`src/rtl/window_scheduler_if.sv`:
```
// window_scheduler_if: loader-side and tracker-side signals of the window scheduler.
// master = scheduler, slave = loader / match engine / downstream tracker.
//
// Handshakes: a result transfers on a cycle where tile_valid and tile_ready are
// both high. Once tile_valid rises it stays high and tile_x/tile_y/best_* stay
// constant until that transfer. wh_en is held high until the cycle wh_ack is seen.
// match_valid carries one score per cycle and has no back-pressure.
interface window_scheduler_if #(
   parameter int ADDR_W  = 20,
   parameter int SCORE_W = 24
);
   logic               wh_en;
   logic               wh_ack;
   logic               wh_done;
   logic [6:0]         wh_row;
   logic [6:0]         wh_col;
   logic [ADDR_W-1:0]  mem_addr;
   logic               match_valid;
   logic [SCORE_W-1:0] match_score;
   logic               tile_valid;
   logic               tile_ready;
   logic [7:0]         tile_x;
   logic [7:0]         tile_y;
   logic [6:0]         best_row;
   logic [6:0]         best_col;
   logic [SCORE_W-1:0] best_score;

   modport master (
      output wh_en, mem_addr, tile_valid, tile_x, tile_y, best_row, best_col, best_score,
      input  wh_ack, wh_done, wh_row, wh_col, match_valid, match_score, tile_ready
   );

   modport slave (
      input  wh_en, mem_addr, tile_valid, tile_x, tile_y, best_row, best_col, best_score,
      output wh_ack, wh_done, wh_row, wh_col, match_valid, match_score, tile_ready
   );
endinterface

```
`src/rtl/window_scheduler.sv`:
```
// window_scheduler: walks the frame tile by tile, drives the window loader,
// forms fetch addresses, tracks the minimum match score per tile and hands each
// tile result to the tracker.
// Optional feature macro: WINDOW_SCHEDULER_STATS_EN adds frame/stall cycle counters.
module window_scheduler #(
   parameter int TILES_X    = 4,
   parameter int TILES_Y    = 4,
   parameter int ROW_STRIDE = 320,
   parameter int ADDR_W     = 20,
   parameter int SCORE_W    = 24
) (
   input  logic        clk,
   input  logic        rst,
   input  logic        start,
   output logic        busy,
   output logic        frame_done,
   output logic        err,
   output logic [2:0]  dbg_state,
`ifdef WINDOW_SCHEDULER_STATS_EN
   output logic [31:0] stat_frame_cycles,
   output logic [31:0] stat_stall_cycles,
`endif
   window_scheduler_if.master bus
);
   localparam logic [12:0]       PATCHES  = 13'd4225;
   localparam logic [6:0]        LAST_POS = 7'd64;
   localparam logic [7:0]        LAST_TX  = 8'(TILES_X - 1);
   localparam logic [7:0]        LAST_TY  = 8'(TILES_Y - 1);
   localparam logic [ADDR_W-1:0] TILE_ROW_STEP = ADDR_W'(80 * ROW_STRIDE);
   localparam logic [ADDR_W-1:0] TILE_COL_STEP = ADDR_W'(20);
   localparam logic [ADDR_W-1:0] STRIDE        = ADDR_W'(ROW_STRIDE);

   typedef enum logic [2:0] {
      S_IDLE, S_REQ, S_FILL, S_DRAIN, S_RESULT, S_NEXT
   } state_t;

   state_t             state;
   logic [ADDR_W-1:0]  base_q;
   logic [12:0]        cnt;
   logic [6:0]         pos_row;
   logic [6:0]         pos_col;
   logic               busy_q;
   logic               frame_done_q;
   logic               err_q;
   logic               wh_en_q;
   logic               tile_valid_q;
   logic [7:0]         tile_x_q;
   logic [7:0]         tile_y_q;
   logic [6:0]         best_row_q;
   logic [6:0]         best_col_q;
   logic [SCORE_W-1:0] best_score_q;

   logic               last_x;
   logic               last_tile;
   logic [7:0]         nx_x;
   logic [7:0]         nx_y;
   logic               accept_st;
   logic               score_take;
   logic               score_bad;

   // Next tile index and score acceptance decode.
   always_comb begin
      last_x     = (tile_x_q == LAST_TX);
      last_tile  = last_x && (tile_y_q == LAST_TY);
      nx_x       = last_x ? 8'd0 : tile_x_q + 8'd1;
      nx_y       = last_x ? (last_tile ? 8'd0 : tile_y_q + 8'd1) : tile_y_q;
      accept_st  = (state == S_REQ) || (state == S_FILL) || (state == S_DRAIN);
      score_take = bus.match_valid && accept_st && (cnt != PATCHES);
      score_bad  = bus.match_valid && !score_take;
   end

   // Main control: tile sequencing, score counting, best tracking, result handshake.
   always_ff @(posedge clk) begin
      if (rst) begin
         state        <= S_IDLE;
         base_q       <= '0;
         cnt          <= '0;
         pos_row      <= '0;
         pos_col      <= '0;
         busy_q       <= 1'b0;
         frame_done_q <= 1'b0;
         err_q        <= 1'b0;
         wh_en_q      <= 1'b0;
         tile_valid_q <= 1'b0;
         tile_x_q     <= '0;
         tile_y_q     <= '0;
         best_row_q   <= '0;
         best_col_q   <= '0;
         best_score_q <= '0;
      end else begin
         frame_done_q <= 1'b0;
         if (score_bad) err_q <= 1'b1;
         if (score_take) begin
            cnt <= cnt + 13'd1;
            // First score of a tile always loads; ties keep the earlier position.
            if ((cnt == 13'd0) || (bus.match_score < best_score_q)) begin
               best_score_q <= bus.match_score;
               best_row_q   <= pos_row;
               best_col_q   <= pos_col;
            end
            if (pos_col == LAST_POS) begin
               pos_col <= '0;
               pos_row <= pos_row + 7'd1;
            end else begin
               pos_col <= pos_col + 7'd1;
            end
         end
         case (state)
            S_IDLE: begin
               if (start) begin
                  state    <= S_REQ;
                  busy_q   <= 1'b1;
                  wh_en_q  <= 1'b1;
                  tile_x_q <= '0;
                  tile_y_q <= '0;
                  base_q   <= '0;
                  err_q    <= 1'b0;
                  cnt      <= '0;
                  pos_row  <= '0;
                  pos_col  <= '0;
               end
            end
            S_REQ: begin
               if (bus.wh_ack) begin
                  state   <= S_FILL;
                  wh_en_q <= 1'b0;
               end
            end
            S_FILL: begin
               if (bus.wh_done) state <= S_DRAIN;
            end
            S_DRAIN: begin
               if (cnt == PATCHES) begin
                  state        <= S_RESULT;
                  tile_valid_q <= 1'b1;
               end
            end
            S_RESULT: begin
               if (bus.tile_ready) begin
                  state        <= S_NEXT;
                  tile_valid_q <= 1'b0;
               end
            end
            S_NEXT: begin
               tile_x_q <= nx_x;
               tile_y_q <= nx_y;
               if (last_tile) begin
                  state        <= S_IDLE;
                  busy_q       <= 1'b0;
                  frame_done_q <= 1'b1;
               end else begin
                  state   <= S_REQ;
                  wh_en_q <= 1'b1;
                  base_q  <= ADDR_W'(nx_y) * TILE_ROW_STEP + ADDR_W'(nx_x) * TILE_COL_STEP;
                  cnt     <= '0;
                  pos_row <= '0;
                  pos_col <= '0;
               end
            end
            default: state <= S_IDLE;
         endcase
      end
   end

`ifdef WINDOW_SCHEDULER_STATS_EN
   logic [31:0] frame_cyc_q;
   logic [31:0] stall_cyc_q;

   // Frame length (first REQ cycle through the frame_done cycle) and result stall counters.
   always_ff @(posedge clk) begin
      if (rst) begin
         frame_cyc_q <= '0;
         stall_cyc_q <= '0;
      end else if ((state == S_IDLE) && start) begin
         frame_cyc_q <= '0;
         stall_cyc_q <= '0;
      end else begin
         if ((busy_q || frame_done_q) && (frame_cyc_q != '1)) frame_cyc_q <= frame_cyc_q + 32'd1;
         if ((state == S_RESULT) && !bus.tile_ready && (stall_cyc_q != '1))
            stall_cyc_q <= stall_cyc_q + 32'd1;
      end
   end

   assign stat_frame_cycles = frame_cyc_q;
   assign stat_stall_cycles = stall_cyc_q;
`endif

   assign bus.mem_addr   = base_q + ADDR_W'(bus.wh_row) * STRIDE + ADDR_W'(bus.wh_col);
   assign bus.wh_en      = wh_en_q;
   assign bus.tile_valid = tile_valid_q;
   assign bus.tile_x     = tile_x_q;
   assign bus.tile_y     = tile_y_q;
   assign bus.best_row   = best_row_q;
   assign bus.best_col   = best_col_q;
   assign bus.best_score = best_score_q;
   assign busy           = busy_q;
   assign frame_done     = frame_done_q;
   assign err            = err_q;
   assign dbg_state      = state;
endmodule

```
`src/flat_wrapper.sv`:
```
// flat-port wrapper written by rule: the top's interface ports become plain ports
module window_scheduler_flat 
#(
   parameter int TILES_X    = 4,
   parameter int TILES_Y    = 4,
   parameter int ROW_STRIDE = 320,
   parameter int ADDR_W     = 20,
   parameter int SCORE_W    = 24
)
  (clk, rst, start, busy, frame_done, err, dbg_state, bus_wh_en, bus_mem_addr, bus_tile_valid, bus_tile_x, bus_tile_y, bus_best_row, bus_best_col, bus_best_score, bus_wh_ack, bus_wh_done, bus_wh_row, bus_wh_col, bus_match_valid, bus_match_score, bus_tile_ready);
  window_scheduler_if #(.ADDR_W(ADDR_W), .SCORE_W(SCORE_W)) bus_i ();
  input  logic clk;
  input  logic rst;
  input  logic start;
  output logic busy;
  output logic frame_done;
  output logic err;
  output logic [2:0] dbg_state;
  output wire logic [$bits(bus_i.wh_en)-1:0] bus_wh_en;
  output wire logic [$bits(bus_i.mem_addr)-1:0] bus_mem_addr;
  output wire logic [$bits(bus_i.tile_valid)-1:0] bus_tile_valid;
  output wire logic [$bits(bus_i.tile_x)-1:0] bus_tile_x;
  output wire logic [$bits(bus_i.tile_y)-1:0] bus_tile_y;
  output wire logic [$bits(bus_i.best_row)-1:0] bus_best_row;
  output wire logic [$bits(bus_i.best_col)-1:0] bus_best_col;
  output wire logic [$bits(bus_i.best_score)-1:0] bus_best_score;
  input wire logic [$bits(bus_i.wh_ack)-1:0] bus_wh_ack;
  input wire logic [$bits(bus_i.wh_done)-1:0] bus_wh_done;
  input wire logic [$bits(bus_i.wh_row)-1:0] bus_wh_row;
  input wire logic [$bits(bus_i.wh_col)-1:0] bus_wh_col;
  input wire logic [$bits(bus_i.match_valid)-1:0] bus_match_valid;
  input wire logic [$bits(bus_i.match_score)-1:0] bus_match_score;
  input wire logic [$bits(bus_i.tile_ready)-1:0] bus_tile_ready;
  assign bus_wh_en = bus_i.wh_en;
  assign bus_mem_addr = bus_i.mem_addr;
  assign bus_tile_valid = bus_i.tile_valid;
  assign bus_tile_x = bus_i.tile_x;
  assign bus_tile_y = bus_i.tile_y;
  assign bus_best_row = bus_i.best_row;
  assign bus_best_col = bus_i.best_col;
  assign bus_best_score = bus_i.best_score;
  assign bus_i.wh_ack = bus_wh_ack;
  assign bus_i.wh_done = bus_wh_done;
  assign bus_i.wh_row = bus_wh_row;
  assign bus_i.wh_col = bus_wh_col;
  assign bus_i.match_valid = bus_match_valid;
  assign bus_i.match_score = bus_match_score;
  assign bus_i.tile_ready = bus_tile_ready;
  window_scheduler #(.TILES_X(TILES_X), .TILES_Y(TILES_Y), .ROW_STRIDE(ROW_STRIDE), .ADDR_W(ADDR_W), .SCORE_W(SCORE_W)) u_core (.clk(clk), .rst(rst), .start(start), .busy(busy), .frame_done(frame_done), .err(err), .dbg_state(dbg_state), .bus(bus_i));
endmodule
```
`config.mk`:
```
export PLATFORM = sky130hd
export DESIGN_NAME = window_scheduler_flat
export DESIGN_NICKNAME = d
export VERILOG_FILES = /design/src/rtl/window_scheduler_if.sv /design/src/rtl/window_scheduler.sv /design/src/flat_wrapper.sv
export SDC_FILE = /design/constraint.sdc
export NUM_CORES = 1
export LEC_CHECK = 0
export ABC_CLOCK_PERIOD_IN_PS = 8200
export CAP_MARGIN = 40
export CELL_PAD_IN_SITES_DETAIL_PLACEMENT = 1
export CELL_PAD_IN_SITES_GLOBAL_PLACEMENT = 2
export CORE_MARGIN = 10
export CORE_UTILIZATION = 32
export DETAILED_ROUTE_END_ITERATION = 7
export PLACE_DENSITY_LB_ADDON = 0.1
export REMOVE_ABC_BUFFERS = 1
export SETUP_SLACK_MARGIN = 0.02
export SYNTH_ARGS = -nofsm -noshare
export SYNTH_HDL_FRONTEND = slang
export SYNTH_SLANG_ARGS = --single-unit
export TNS_END_PERCENT = 5
```
`constraint.sdc`:
```
create_clock -name clk -period 8.2 [get_ports clk]
set_clock_uncertainty 0.2 [all_clocks]
set_input_delay 2.46 -clock clk [delete_from_list [all_inputs] [get_ports clk]]
set_output_delay 2.46 -clock clk [all_outputs]
set_load 0.005 [all_outputs]
```
==> results of run 1 <==
[cells by family after synthesis]
group	synth area share, %
adder cells (fa/ha/maj)	19.5
AO/OA/AOI/OAI	12.1
flip-flops	29.4
multiplexers	5.49
AND/OR/NAND/NOR	19.7
buffers and inverters	5.27
XOR/XNOR	8.63
[worst min-delay path: stages (launching register included)]
cell and delay [ns]:
dfxtp_1 0.32, nand2_1 0.05, mux2i_1 0.05
[metal layers]
metal / global-route usage [%] / wire length, µm
met5: 0 / 0
met4: 2.27 / 131
met3: 4.45 / 1010
met1: 16.2 / 8790
met2: 26.5 / 10700
[cell type report]
| cell class | instances | area (µm²) |
|---|---|---|
| Fill cell | 2633 | 12900 |
| Multi-Input combinational cell | 670 | 5040 |
| Sequential cell | 107 | 2140 |
| Timing Repair Buffer | 169 | 1560 |
| Tap cell | 285 | 357 |
| Clock buffer | 9 | 225 |
| Inverter | 49 | 184 |
| Clock inverter | 7 | 108 |
[flip-flops by register name (all words and copies together) (netlist names), 3 cells and up]
signal / count
u_core.base_q: 18
u_core.bus.best_col: 7
u_core.bus.best_row: 7
u_core.bus.best_score: 24
u_core.bus.tile_x: 8
u_core.bus.tile_y: 8
u_core.cnt: 13
u_core.dbg_state: 3
u_core.pos_col: 7
u_core.pos_row: 7
[where the power goes]
| part | total [mW] | leakage, nW | internal [mW] | switching [mW] |
|---|---|---|---|---|
| Sequential | 0.561 | 0.865 | 0.539 | 0.0220 |
| Clock | 0.483 | 0.161 | 0.250 | 0.233 |
| Combinational | 0.329 | 2.94 | 0.171 | 0.158 |
[final timing paths]
path	start	endpoint	slack [ns]
max	bus_wh_row[3]	bus_mem_addr[17]	-0.11
min	u_core.bus.best_col[6]$_SDFFE_PP0P_	u_core.bus.best_col[6]$_SDFFE_PP0P_	0.26
max reg2reg	u_core.bus.tile_x[0]$_SDFFE_PP0P_	u_core.base_q[19]$_SDFFE_PP0P_	2.60
min reg2reg	u_core.bus.best_col[6]$_SDFFE_PP0P_	u_core.bus.best_col[6]$_SDFFE_PP0P_	0.26
[through the flow]
| step | utilization [%] | cells | hold WS, ns | instance area, µm² | setup TNS (ns) |
|---|---|---|---|---|---|
| 4_1_cts | 42.3 | 1295 | 0.272 | 9520 | -0.290 |
| 3_5_place_dp | 40.0 | 1275 | 0.249 | 9000 | -6.26 |
| 6_report | 42.7 | 1296 | 0.264 | 9610 | -0.164 |
| 2_1_floorplan | - | 826 | 0.241 | 7090 | 0 |
| 5_1_grt | 42.7 | 1296 | 0.294 | 9610 | -0.549 |
| 3_3_place_gp | 40.0 | 1275 | 0.251 | 9000 | -5.99 |
[what timing repair did]
action                                  4_1_cts  5_1_grt
pin swaps                                    32       18
cloned                                        0        0
setup buffers                                 4        1
endpoints found under the setup margin        9        9
endpoints found under the hold margin         0        0
gates resized for setup                      70       21
[cells in the mapped netlist (8+ instances only)]
cell type  count
clkbuf_1      22
xor2_1        24
xnor2_1       46
nand2b_1       8
a21o_1        15
nor2_1        67
inv_1         48
nor2b_1        8
a31oi_1        8
nor3_1        14
dfxtp_1      107
ha_1         101
o21ai_0       21
mux2i_1       40
nand2_1      128
fa_1           8
nand4_1        9
nand3_1       31
a21oi_1       60
==> impl_metrics.ini, run 1 <==
[status]
status = finished, violations left
violations = setup timing

[timing]
setup_slack_ns = -0.112
rsz0062_at_grt = yes
timing.fmax_mhz = 120
setup_viol = 2
layout_min_cycle_time_ns = 8.31
maxSlewViolCount = 0
worstMarginPinSlew_ns = 0.802
post-route-period-util_pct = 101
hold_viol = 0
slew_headroom_pct = 46.5

[worst_setup_path]
worstSetupPathType = in2out
critPathBufInv = 5
critical_path.max_stage_delay_ns = 0.45
critPathRequiredTime_ns = 5.54
path_cells = buf_6 > ha_4 > ha_4 > inv_2 > fa_2 > buf_6 > xnor2_2 > ha_1 > ha_4 > a21o_1 > a2111o_1 > a22o_1 > a211oi_4 > buf_4 > xnor2_1 > buf_2
cp.depth = 16
worstSetupStartpointType = primary input
crit_path_frequent_cell = ha_4
r2r_cells = 18
crit_slowest_cell = a2111o_1
endpoint_kind = output pin
worstPathArrival_ns = 5.65
cpLargestDelayFamily = adder cells
worstPathMaxFanout = 2

[clocking]
postCtsHoldBufs = 0
cts_htree_levels = 3
cts_tree = built
path_clk_slew_ns = 0.08
root_buffer = clkbuf_16
clockBufferDepth = 2
insertion_delay_ns = 0.36
numCtsBuffers = 9
cts_num_sinks = 107

[global_route]
grt_pass1_vias = 6751
grt_start_max_net_pins = 78
grt_first_pass_wirelength_um = 34500
grt-ovfl-total = 0
grt_use_total_pct = 14.4
antenna_found_initial = 0

[power_and_ir_drop]
power_density_nw_per_um2 = 143
p_leak_nw = 3.96
finalPower_mw = 1.37
vdd.ir_drop.worst_v = 0.000102

[logic_synthesis]
yosys-top-cells-area = dfxtp_1 29%, ha_1 17%, nand2_1 6.6%
yosys.area.top_type = dfxtp_1
syn_area_um2 = 7290
synth_cell_types = 61
synth_edf_count = 0
yosys_warnings = 0
synth-main-ff-cell = dfxtp_1
synthArstFlopShare_pct = 0
postSynthCellCount = 862
ys_seq_elements = 107
yosysSeqAreaShare_pct = 29.4
synth_area_per_cell_um2 = 8.46
post-synth-top-area-fraction_pct = 29.4

[drt]
drt_iter0_drc = 147
drc_errors = 0
routedWlPerCell_um = 15.9
dr.pass1.iters = 4
drt-total-wl_um = 20600
routed-via-count = 6381
routed_via_density = 4.92
ant_nets = 0

[floorplanning]
core_um2 = 22500
die_w_um = 171
rows = 55
ioPinCount = 127
die_h_um = 171
initial_utilization_pct = 32.4
dieArea_um2 = 29200

[layout]
syn_to_final_growth_pct = 31.8
nets = 1160
layout_common_cells = 128 x nand2_1, 108 x clkdlybuf4s50_1, 107 x dfxtp_1
diodes = 0
drive_gt1_share_pct = 11.7
layout_commonest_cell = nand2_1

[place]
hpwlAfterDp_um = 15700
place.gp.congestion = 0.756
dp_slack_ns = -1.09
portBuffers = 122

[min_path]
min_path_cells = 2
hold_path.class = reg2reg

[run]
cap_violations = 0
No activity file was read; power rests on OpenSTA's default activity.
==> run 2: changes to the inputs <==
--- a/config.mk
+++ b/config.mk
@@ -12,6 +12,8 @@
 export CORE_MARGIN = 10
 export CORE_UTILIZATION = 32
 export DETAILED_ROUTE_END_ITERATION = 7
+export GPL_ROUTABILITY_DRIVEN = 0
+export GPL_TIMING_DRIVEN = 0
 export PLACE_DENSITY_LB_ADDON = 0.1
 export REMOVE_ABC_BUFFERS = 1
 export SETUP_SLACK_MARGIN = 0.02
==> run 2 against run 1 <==
Compared with the run above:
- register-to-register slack better by 0.16 ns
- worst setup slack better by 0.025 ns
- the run still ends with setup timing left
- clock power shrank 6.4%
- critical endpoint is now bus_mem_addr[19]
- routed wire length shrank 2.0%
- highest routed layer unchanged
==> impl_metrics.ini, run 2 (synthesis gave the netlist of run 1 again) <==
[power_and_ir_drop]
intPower_mw = 0.936
comb_power_share_pct = 24.5
finalPower_mw = 1.34
switchingPower_mw = 0.407
p_leak_nw = 3.83
p_clk_share_pct = 33.7
vdd.ir_drop.worst_v = 0.0000866
seq_power_share_pct = 41.8
swShare_pct = 30.3
power_density_nw_per_um2 = 142

[worst_setup_path]
r2r_cells = 18
crit_path_end = bus_mem_addr[19]
path_cells = buf_8 > ha_4 > ha_4 > inv_2 > fa_2 > xnor2_1 > ha_1 > ha_4 > a21o_1 > a2111o_1 > a22o_1 > a211oi_2 > buf_4 > nor2_4 > xnor2_1 > buf_2
worstSetupStartpointType = primary input
r2r_slack_ns = 2.76
endpoint_kind = output pin
critPathRequiredTime_ns = 5.54
worstPathMaxFanout = 2
reg2reg_to = u_core.base_q[19]$_SDFFE_PP0P_
critical_path.max_stage_delay_ns = 0.45
worstPathArrival_ns = 5.63
crit_path_frequent_cell = ha_4
worstSetupPathType = in2out
crit_slowest_cell = a2111o_1
critPathLaunch = bus_wh_row[3]
r2r_start = u_core.bus.tile_x[0]$_SDFFE_PP0P_

[layout]
drive_gt1_share_pct = 9.44
syn_to_final_growth_pct = 29.3
layout_common_cells = 128 x nand2_1, 109 x clkdlybuf4s50_1, 107 x dfxtp_1
fin_area_um2 = 9430
final_util_pct = 41.9
diodes = 0
largest_reg_flops = 24
layout_commonest_cell = nand2_1
nets = 1134
fill_cells = 2681

[status]
violations = setup timing
status = finished, violations left

[global_route]
grt_first_pass_wirelength_um = 34000
grt_pass1_vias = 6762
antenna_found_initial = 0
grt-ovfl-total = 0
grt_start_max_net_pins = 57
grt_use_total_pct = 14.3

[timing]
slew_headroom_pct = 50.1
setup_slack_ns = -0.0862
worstMarginPinSlew_ns = 0.743
rsz0062_at_grt = yes
maxSlewViolCount = 0
layout_min_cycle_time_ns = 8.29
hold_viol = 0
timing.fmax_mhz = 121
setup_viol = 1
post-route-period-util_pct = 101

[floorplanning]
ioPinCount = 127
die_h_um = 171
die_w_um = 171
core_um2 = 22500
dieArea_um2 = 29200
rows = 55
initial_utilization_pct = 32.4

[drt]
drt-total-wl_um = 20200
routedWlPerCell_um = 15.9
routed-via-count = 6293
drc_errors = 0
drt_iter0_drc = 170
routed_via_density = 4.96
ant_nets = 0
dr.pass1.iters = 4

[clocking]
path_clk_slew_ns = 0.08
clockBufferDepth = 2
cts_tree = built
cts_num_sinks = 107
cts_htree_levels = 3
insertion_delay_ns = 0.36
postCtsHoldBufs = 0
numCtsBuffers = 9
root_buffer = clkbuf_16

[run]
cap_violations = 0

[place]
dpl_cell_area_um2 = 8820
hpwlAfterDp_um = 15800
portBuffers = 122

[min_path]
hold_path.class = reg2reg
min_path_cells = 2
run 2: cell count changes in the layout (fill, tap and decap cells not counted), moves of 2 or more:
cell,delta
buf_4,-33
clkinv_8,-2
buf_8,+5
buf_12,+2
a21oi_1,-2
a21oi_2,+3
run 2: per-stage QoR:
| stage | instances | TNS, ns | hold slack, ns | setup WS, ns |
|---|---|---|---|---|
| detailed placement | 1241 | -6.58 | 0.246 | -1.30 |
| global route | 1270 | -0.799 | 0.277 | -0.260 |
| finish | 1270 | -0.0862 | 0.259 | -0.0862 |
| global placement | 1233 | -119.30 | 0.244 | -2.74 |
| floorplan | 826 | 0 | 0.241 | 0.0793 |
| CTS | 1267 | -0.0932 | 0.267 | -0.0577 |
run 2: worst min path at each step:
stage,to,slack [ns],start
detailed placement,u_core.bus.best_col[0]$_SDFFE_PP0P_,0.25,u_core.bus.best_col[0]$_SDFFE_PP0P_
global placement,u_core.bus.best_col[4]$_SDFFE_PP0P_,0.24,u_core.bus.best_col[4]$_SDFFE_PP0P_
global route,u_core.bus.best_col[0]$_SDFFE_PP0P_,0.28,u_core.bus.best_col[0]$_SDFFE_PP0P_
finish,u_core.bus.best_col[4]$_SDFFE_PP0P_,0.26,u_core.bus.best_col[4]$_SDFFE_PP0P_
CTS,u_core.bus.best_col[4]$_SDFFE_PP0P_,0.27,u_core.bus.best_col[4]$_SDFFE_PP0P_
floorplan,u_core.base_q[3]$_SDFFE_PP0P_,0.24,u_core.base_q[3]$_SDFFE_PP0P_
run 2: timing repair:
| action | 4_1_cts | 5_1_grt |
|---|---|---|
| pin swaps | 29 | 20 |
| resized for setup | 70 | 20 |
| gates cloned | 0 | 0 |
| setup buffers | 10 | 3 |
| setup endpoints to repair | 9 | 9 |
run 2: final cells by class:
cell class / instances / area (µm²) / share of cell area, %
repair buffers: 143 / 1430 / 15.2
flip-flops and latches: 107 / 2140 / 22.7
inverters: 49 / 185 / 1.96
well taps: 285 / 357 / 3.78
clock inverters: 6 / 65.1 / 0.690
clock buffers: 10 / 239 / 2.53
multi-input cells: 670 / 5010 / 53.1
run 2: power groups by stage:
stage	Combinational (mW)	Clock, mW	Sequential, mW
after floorplan	0.171	0	0.571
after global placement	0.314	0	0.574
after detailed placement	0.313	0	0.574
after CTS	0.333	0.475	0.562
after global routing	0.372	0.494	0.566
final	0.330	0.452	0.561
run 2: metal layers:
metal | track usage [%] | up-vias | routed length, µm
li1 | - | 3204 | -
met1 | 15.4 | 3013 | 8330
met2 | 26.5 | 66 | 10600
met3 | 4.63 | 10 | 1100
met4 | 2.61 | 0 | 131
met5 | 0 | - | 0
run 2: worst max-delay path: cells and delay by family:
| family | cells | cell delay (ns) |
|---|---|---|
| simple gates | 1 | 0.03 |
| xor+xnor | 2 | 0.25 |
| buf+inv | 4 | 0.44 |
| compound gates | 4 | 1.11 |
| fa+ha+maj | 5 | 1.32 |
==> run 3: changes to the inputs <==
--- a/config.mk
+++ b/config.mk
@@ -17,6 +17,7 @@
 export PLACE_DENSITY_LB_ADDON = 0.1
 export REMOVE_ABC_BUFFERS = 1
 export SETUP_SLACK_MARGIN = 0.02
+export SKIP_LAST_GASP = 1
 export SYNTH_ARGS = -nofsm -noshare
 export SYNTH_HDL_FRONTEND = slang
 export SYNTH_SLANG_ARGS = --single-unit
==> run 3 against run 2 <==
Compared with the run above:
- the flow still finishes with violations (setup timing)
- first-iteration DRC count increased by 7.6%
- count of clock-buffer cells in the layout unchanged
- maximum frequency about the same
- sequential power is essentially flat
- largest cell class unchanged
- register-to-register slack hardly changed
- global-route usage about the same
- via count up 0.16%
- cell count unchanged
- core utilization about the same
==> impl_metrics.ini, run 3 (synthesis gave the netlist of run 1 again) <==
[status]
status = finished, violations left
violations = setup timing

[timing]
slew_headroom_pct = 50.1
setup_slack_ns = -0.0854
post-route-period-util_pct = 101
setup_viol = 3
maxSlewViolCount = 0
worstMarginPinSlew_ns = 0.743
layout_min_cycle_time_ns = 8.29
timing.fmax_mhz = 121
rsz0062_at_grt = yes
hold_viol = 0

[run]
cap_violations = 0

[floorplanning]
dieArea_um2 = 29200
ioPinCount = 127
die_w_um = 171
initial_utilization_pct = 32.4
die_h_um = 171
rows = 55
core_um2 = 22500

[worst_setup_path]
worstSetupPathType = in2out
crit_path_frequent_cell = ha_4
critPathRequiredTime_ns = 5.54
worstPathArrival_ns = 5.63
critical_path.max_stage_delay_ns = 0.44
worstPathMaxFanout = 2
r2r_start = u_core.bus.tile_x[0]$_SDFFE_PP0P_
r2r_slack_ns = 2.76
crit_path_end = bus_mem_addr[19]
endpoint_kind = output pin
path_cells = buf_8 > ha_4 > ha_4 > inv_2 > fa_2 > xnor2_1 > ha_1 > ha_4 > a21o_1 > a2111o_1 > a22o_1 > a211oi_2 > buf_4 > nor2_4 > xnor2_1 > buf_2
reg2reg_to = u_core.base_q[19]$_SDFFE_PP0P_
critPathLaunch = bus_wh_row[3]
worstSetupStartpointType = primary input
r2r_cells = 18
crit_slowest_cell = a2111o_1

[power_and_ir_drop]
p_leak_nw = 3.83
intPower_mw = 0.936
switchingPower_mw = 0.407
seq_power_share_pct = 41.8
p_clk_share_pct = 33.7
swShare_pct = 30.3
power_density_nw_per_um2 = 142
vdd.ir_drop.worst_v = 0.0000866
comb_power_share_pct = 24.5

[clocking]
path_clk_slew_ns = 0.08
cts_num_sinks = 107
root_buffer = clkbuf_16
cts_htree_levels = 3
numCtsBuffers = 9
clockBufferDepth = 2
insertion_delay_ns = 0.36
cts_tree = built

[drt]
wl_met3_um = 1100
route.met2.wl_um = 10600
routedWlPerCell_um = 15.9
routed_via_density = 4.96
drc_errors = 0
ant_nets = 0
drt-total-wl_um = 20200
wl_met1_um = 8320
routed-via-count = 6303
top_layer = met4
drt_iter0_drc = 183
dr.pass1.iters = 4

[layout]
largest_reg_flops = 24
layout.cells.non_filler = 1270
syn_to_final_growth_pct = 29.3
diodes = 0
layout_commonest_cell = nand2_1
fin_area_um2 = 9430
layout_common_cells = 128 x nand2_1, 110 x clkdlybuf4s50_1, 107 x dfxtp_1
drive_gt1_share_pct = 8.83
nets = 1134

[place]
dp_cells = 1241
dpl_cell_area_um2 = 8820
hpwlAfterDp_um = 15800
portBuffers = 122

[global_route]
grt_pass1_vias = 6749
antenna_found_initial = 0
grt-ovfl-total = 0
grt_first_pass_wirelength_um = 34000
grt_use_total_pct = 14.2
grt_start_max_net_pins = 57

[min_path]
hold_path.class = reg2reg
[run 3: cell types whose count changed in the layout (fill, tap and decap cells not counted), sizes merged]
| cell | delta |
|---|---|
| clkbuf | -2 |
| clkdlybuf4s50 | +1 |
| dlygate4sd2 | +1 |
[run 3: power groups by stage]
| stage | clock (mW) | combinational, mW | sequential [mW] |
|---|---|---|---|
| 2_1_floorplan | 0 | 0.171 | 0.571 |
| 3_3_place_gp | 0 | 0.314 | 0.574 |
| 3_5_place_dp | 0 | 0.313 | 0.574 |
| 4_1_cts | 0.475 | 0.333 | 0.562 |
| 5_1_grt | 0.494 | 0.371 | 0.566 |
| 6_report | 0.452 | 0.329 | 0.561 |
[run 3: repair_timing]
action / 4_1_cts / 5_1_grt
hold buffers: 0 / 0
endpoints found under the hold margin: 0 / 0
setup endpoints to repair: 9 / 10
gates resized for setup: 68 / 13
pin swaps: 29 / 18
setup buffers: 10 / 3
[run 3: stage by stage]
step	power [mW]	hold slack [ns]	setup TNS (ns)	setup WS, ns	utilization [%]
floorplan	0.741	0.241	0	0.0793	-
global placement	0.888	0.244	-119.30	-2.74	38.5
detailed placement	0.886	0.246	-6.58	-1.30	39.2
CTS	1.37	0.267	-0.130	-0.0577	41.5
global route	1.43	0.277	-1.45	-0.265	41.9
finish	1.34	0.259	-0.132	-0.0854	41.9
[run 3: layout make-up]
cell class	count	area (µm²)
clock inverters	6	65.1
clock buffers	10	239
flip-flops and latches	107	2140
inverters	49	185
multi-input cells	670	5000
fillers	2680	13100
well taps	285	357
repair buffers	143	1440
[run 3: worst min-delay path by stage]
stage                                        start                                  end  slack, ns  depth (start not counted)
3_5_place_dp   u_core.bus.best_col[0]$_SDFFE_PP0P_  u_core.bus.best_col[0]$_SDFFE_PP0P_       0.25                          2
6_report       u_core.bus.best_col[4]$_SDFFE_PP0P_  u_core.bus.best_col[4]$_SDFFE_PP0P_       0.26                          2
2_1_floorplan        u_core.base_q[3]$_SDFFE_PP0P_        u_core.base_q[3]$_SDFFE_PP0P_       0.24                          2
5_1_grt        u_core.bus.best_col[0]$_SDFFE_PP0P_  u_core.bus.best_col[0]$_SDFFE_PP0P_       0.28                          2
3_3_place_gp   u_core.bus.best_col[4]$_SDFFE_PP0P_  u_core.bus.best_col[4]$_SDFFE_PP0P_       0.24                          2
4_1_cts        u_core.bus.best_col[4]$_SDFFE_PP0P_  u_core.bus.best_col[4]$_SDFFE_PP0P_       0.27                          2
[run 3: worst max-delay path, delay by kind of cell]
| family | cells | cell delay (ns) |
|---|---|---|
| compound gates | 4 | 1.10 |
| fa+ha+maj | 5 | 1.32 |
| xor+xnor | 2 | 0.25 |
| buf+inv | 4 | 0.44 |
| simple gates | 1 | 0.03 |
[run 3: per-layer routing]
layer	GRT usage, %	vias up
met4	2.61	0
met5	0	-
met2	26.5	66
li1	-	3205
met1	15.4	3022
met3	4.63	10
==> patch (settings of run 2) <==
`ROW_STRIDE` is set to 320 in 2 places; all go to 240.
--- a/src/rtl/window_scheduler.sv
+++ b/src/rtl/window_scheduler.sv
@@ -7,3 +7,3 @@
    parameter int TILES_Y    = 4,
-   parameter int ROW_STRIDE = 320,
+   parameter int ROW_STRIDE = 240,
    parameter int ADDR_W     = 20,
--- a/src/flat_wrapper.sv
+++ b/src/flat_wrapper.sv
@@ -5,3 +5,3 @@
    parameter int TILES_Y    = 4,
-   parameter int ROW_STRIDE = 320,
+   parameter int ROW_STRIDE = 240,
    parameter int ADDR_W     = 20,
Behaviour: not the same (Yosys sat finds a counterexample within 4 cycles, from zero or initial values and one cycle with rst high).
==> patch against run 2 <==
The run still ends with negative setup slack left; count of clock-buffer cells in the layout down 1; cell area up 12%; highest routed layer unchanged; critical path type unchanged; power up 15%; clock power up 7.3%; area after synthesis up 14%; non-clock buffer count down 3; synthesized cell count up 10%; worst setup slack worse by 840 ps; routed wire length up 10%; sequential cell count unchanged; first-iteration DRC count down 15%.
==> patch: results (changes against run 2) <==
place:
  dpl.hpwl_mm: 17.8  # +13%
  dp_worst_setup_slack_ps: -2470  # -1180 ps
  port_buffers: 122  # unchanged
global_routing:
  grtUsageMet3_pct: 4.12  # -0.52 points
  grt_pass1_wl_mm: 37.1  # +8.9%
  grt_max_degree: 90  # +58%
  grtUsageTotal_pct: 13.5  # -0.80 points
  grt_util_met2_pct: 24.0  # -2.5 points
  antenna_found_initial: 0  # unchanged
  grt_pass1_vias: 7220  # +6.8%
  grtUsageMet1_pct: 15.4  # -0.057 points
pwr:
  max-vdd-ir-drop_mv: 0.131  # +52%
  p_leak_nw: 4.51  # +18%
cts:
  cts_made_buffers: 9  # unchanged
  post-cts-setup-buffer-count: 8  # -2
  post_cts_resized: 100  # +43%
  clkTransAtPathRegs_ps: 80  # about the same
setup_path:
  rr_startpoint: "u_core.bus.tile_x[0]$_SDFFE_PP0P_"
  rrSetupSlack_ps: 1350  # -1410 ps
  cp_max_fo: 4  # +2
  reg2regPathDepth: 21  # +3
  max_stage_delay_ps: 590  # +140 ps
  crit_path_top_delay_cell: "fa_1"
  arrival_ps: 6470  # +840 ps
logic_synthesis:
  synth_commonest_cells: "116 x ha_1, 107 x dfxtp_1, 80 x inv_1"
  yosysUniqueCellTypes: 57  # -6.6%
  yosys_warnings: 0  # unchanged
  netlist_top_cells_area: "dfxtp_1 26%, ha_1 17%, nand2b_1 5.9%, fa_1 5.8%, mux2i_1 5.0%"
  ys_seq_area_share_pct: 25.7  # -3.7 points
  ys.flop_type: "dfxtp_1"
finish:
  fillers: 2995  # +12%
  diodes: 0  # unchanged
  final_nets: 1253  # +10%
  largest_reg_flops: 24  # unchanged
  drive_gt1_share_pct: 9.69  # +0.25 points
drt:
  top_layer: "met4"
  first_iter_violations: 144  # -15%
  drtPass1Iterations: 4  # unchanged
  vias: 6856  # +8.9%
  wl_met1_mm: 9.68  # +16%
  wl_met2_mm: 11.3  # +5.8%
  wl_met3_mm: 1.18  # +7.3%
  wl_per_cell_um: 15.9  # -0.38%
worst_hold_path:
  hp-class: "flip-flop to flip-flop"
  min_from: "u_core.base_q[5]$_SDFFE_PP0P_"
  hold-path-endpoint: "u_core.base_q[5]$_SDFFE_PP0P_"
  min_path_cells: 2  # unchanged
timing:
  setup_violations: 10  # +9
  fin_ws_ps: -927  # -840 ps
  tightest_slew_ps: 901  # +158 ps
run_status:
  violations: "negative setup slack"
  status: "finished, violations left"
## patch: changes by cell type after synthesis, sizes merged, moves of 10 or more
cell and change:
nand2 -89, nand2b +71, inv +32, fa +16, ha +15, xor2 +10
## patch: cell families after synthesis
kind of cell | count (synthesis) | synth area share, %
fa+ha+maj | 140 | 23.2
buf+inv | 113 | 5.48
xor+xnor | 76 | 8.24
simple gates | 317 | 20.7
flops | 107 | 25.7
mux | 43 | 5.18
compound gates | 154 | 11.6
## patch: how the worst max path moves through the flow
stage                                                   endpoint       startpoint  slack, ps
after global placement    u_core.bus.best_score[11]$_SDFFE_PP0P_  bus_match_valid      -3640
after floorplan                                 bus_mem_addr[16]    bus_wh_row[0]       -840
final                                           bus_mem_addr[16]    bus_wh_row[1]       -930
after detailed placement                        bus_mem_addr[19]    bus_wh_row[3]      -2470
after CTS                                       bus_mem_addr[19]    bus_wh_row[2]      -1060
after global routing                            bus_mem_addr[16]    bus_wh_row[1]      -1140
## patch: per-stage QoR
stage	setup TNS (ps)	hold WS (ps)	cell area [um2]	power, W	std cells
6_report	-6930	273	10600	0.00155	1408
2_1_floorplan	-20420	241	8180	0.000812	917
4_1_cts	-7820	275	10600	0.00157	1407
3_5_place_dp	-21340	263	9980	0.00101	1383
3_3_place_gp	-156140	259	9820	0.00101	1374
5_1_grt	-9100	299	10600	0.00165	1408
## patch: report_power, final
part	switching (W)	total [W]	internal (W)
clock network	0.000258	0.000485	0.000228
registers	0.0000117	0.000543	0.000531
logic	0.000249	0.000521	0.000272
total	0.000518	0.00155	0.00103
## patch: area by class of cell
type	instances	area share [%]
Clock buffer	9	2.12
Timing Repair Buffer	140	12.9
Inverter	80	2.83
Clock inverter	7	0.979
Sequential cell	107	20.2
Tap cell	335	3.95
Multi-Input combinational cell	730	57.0
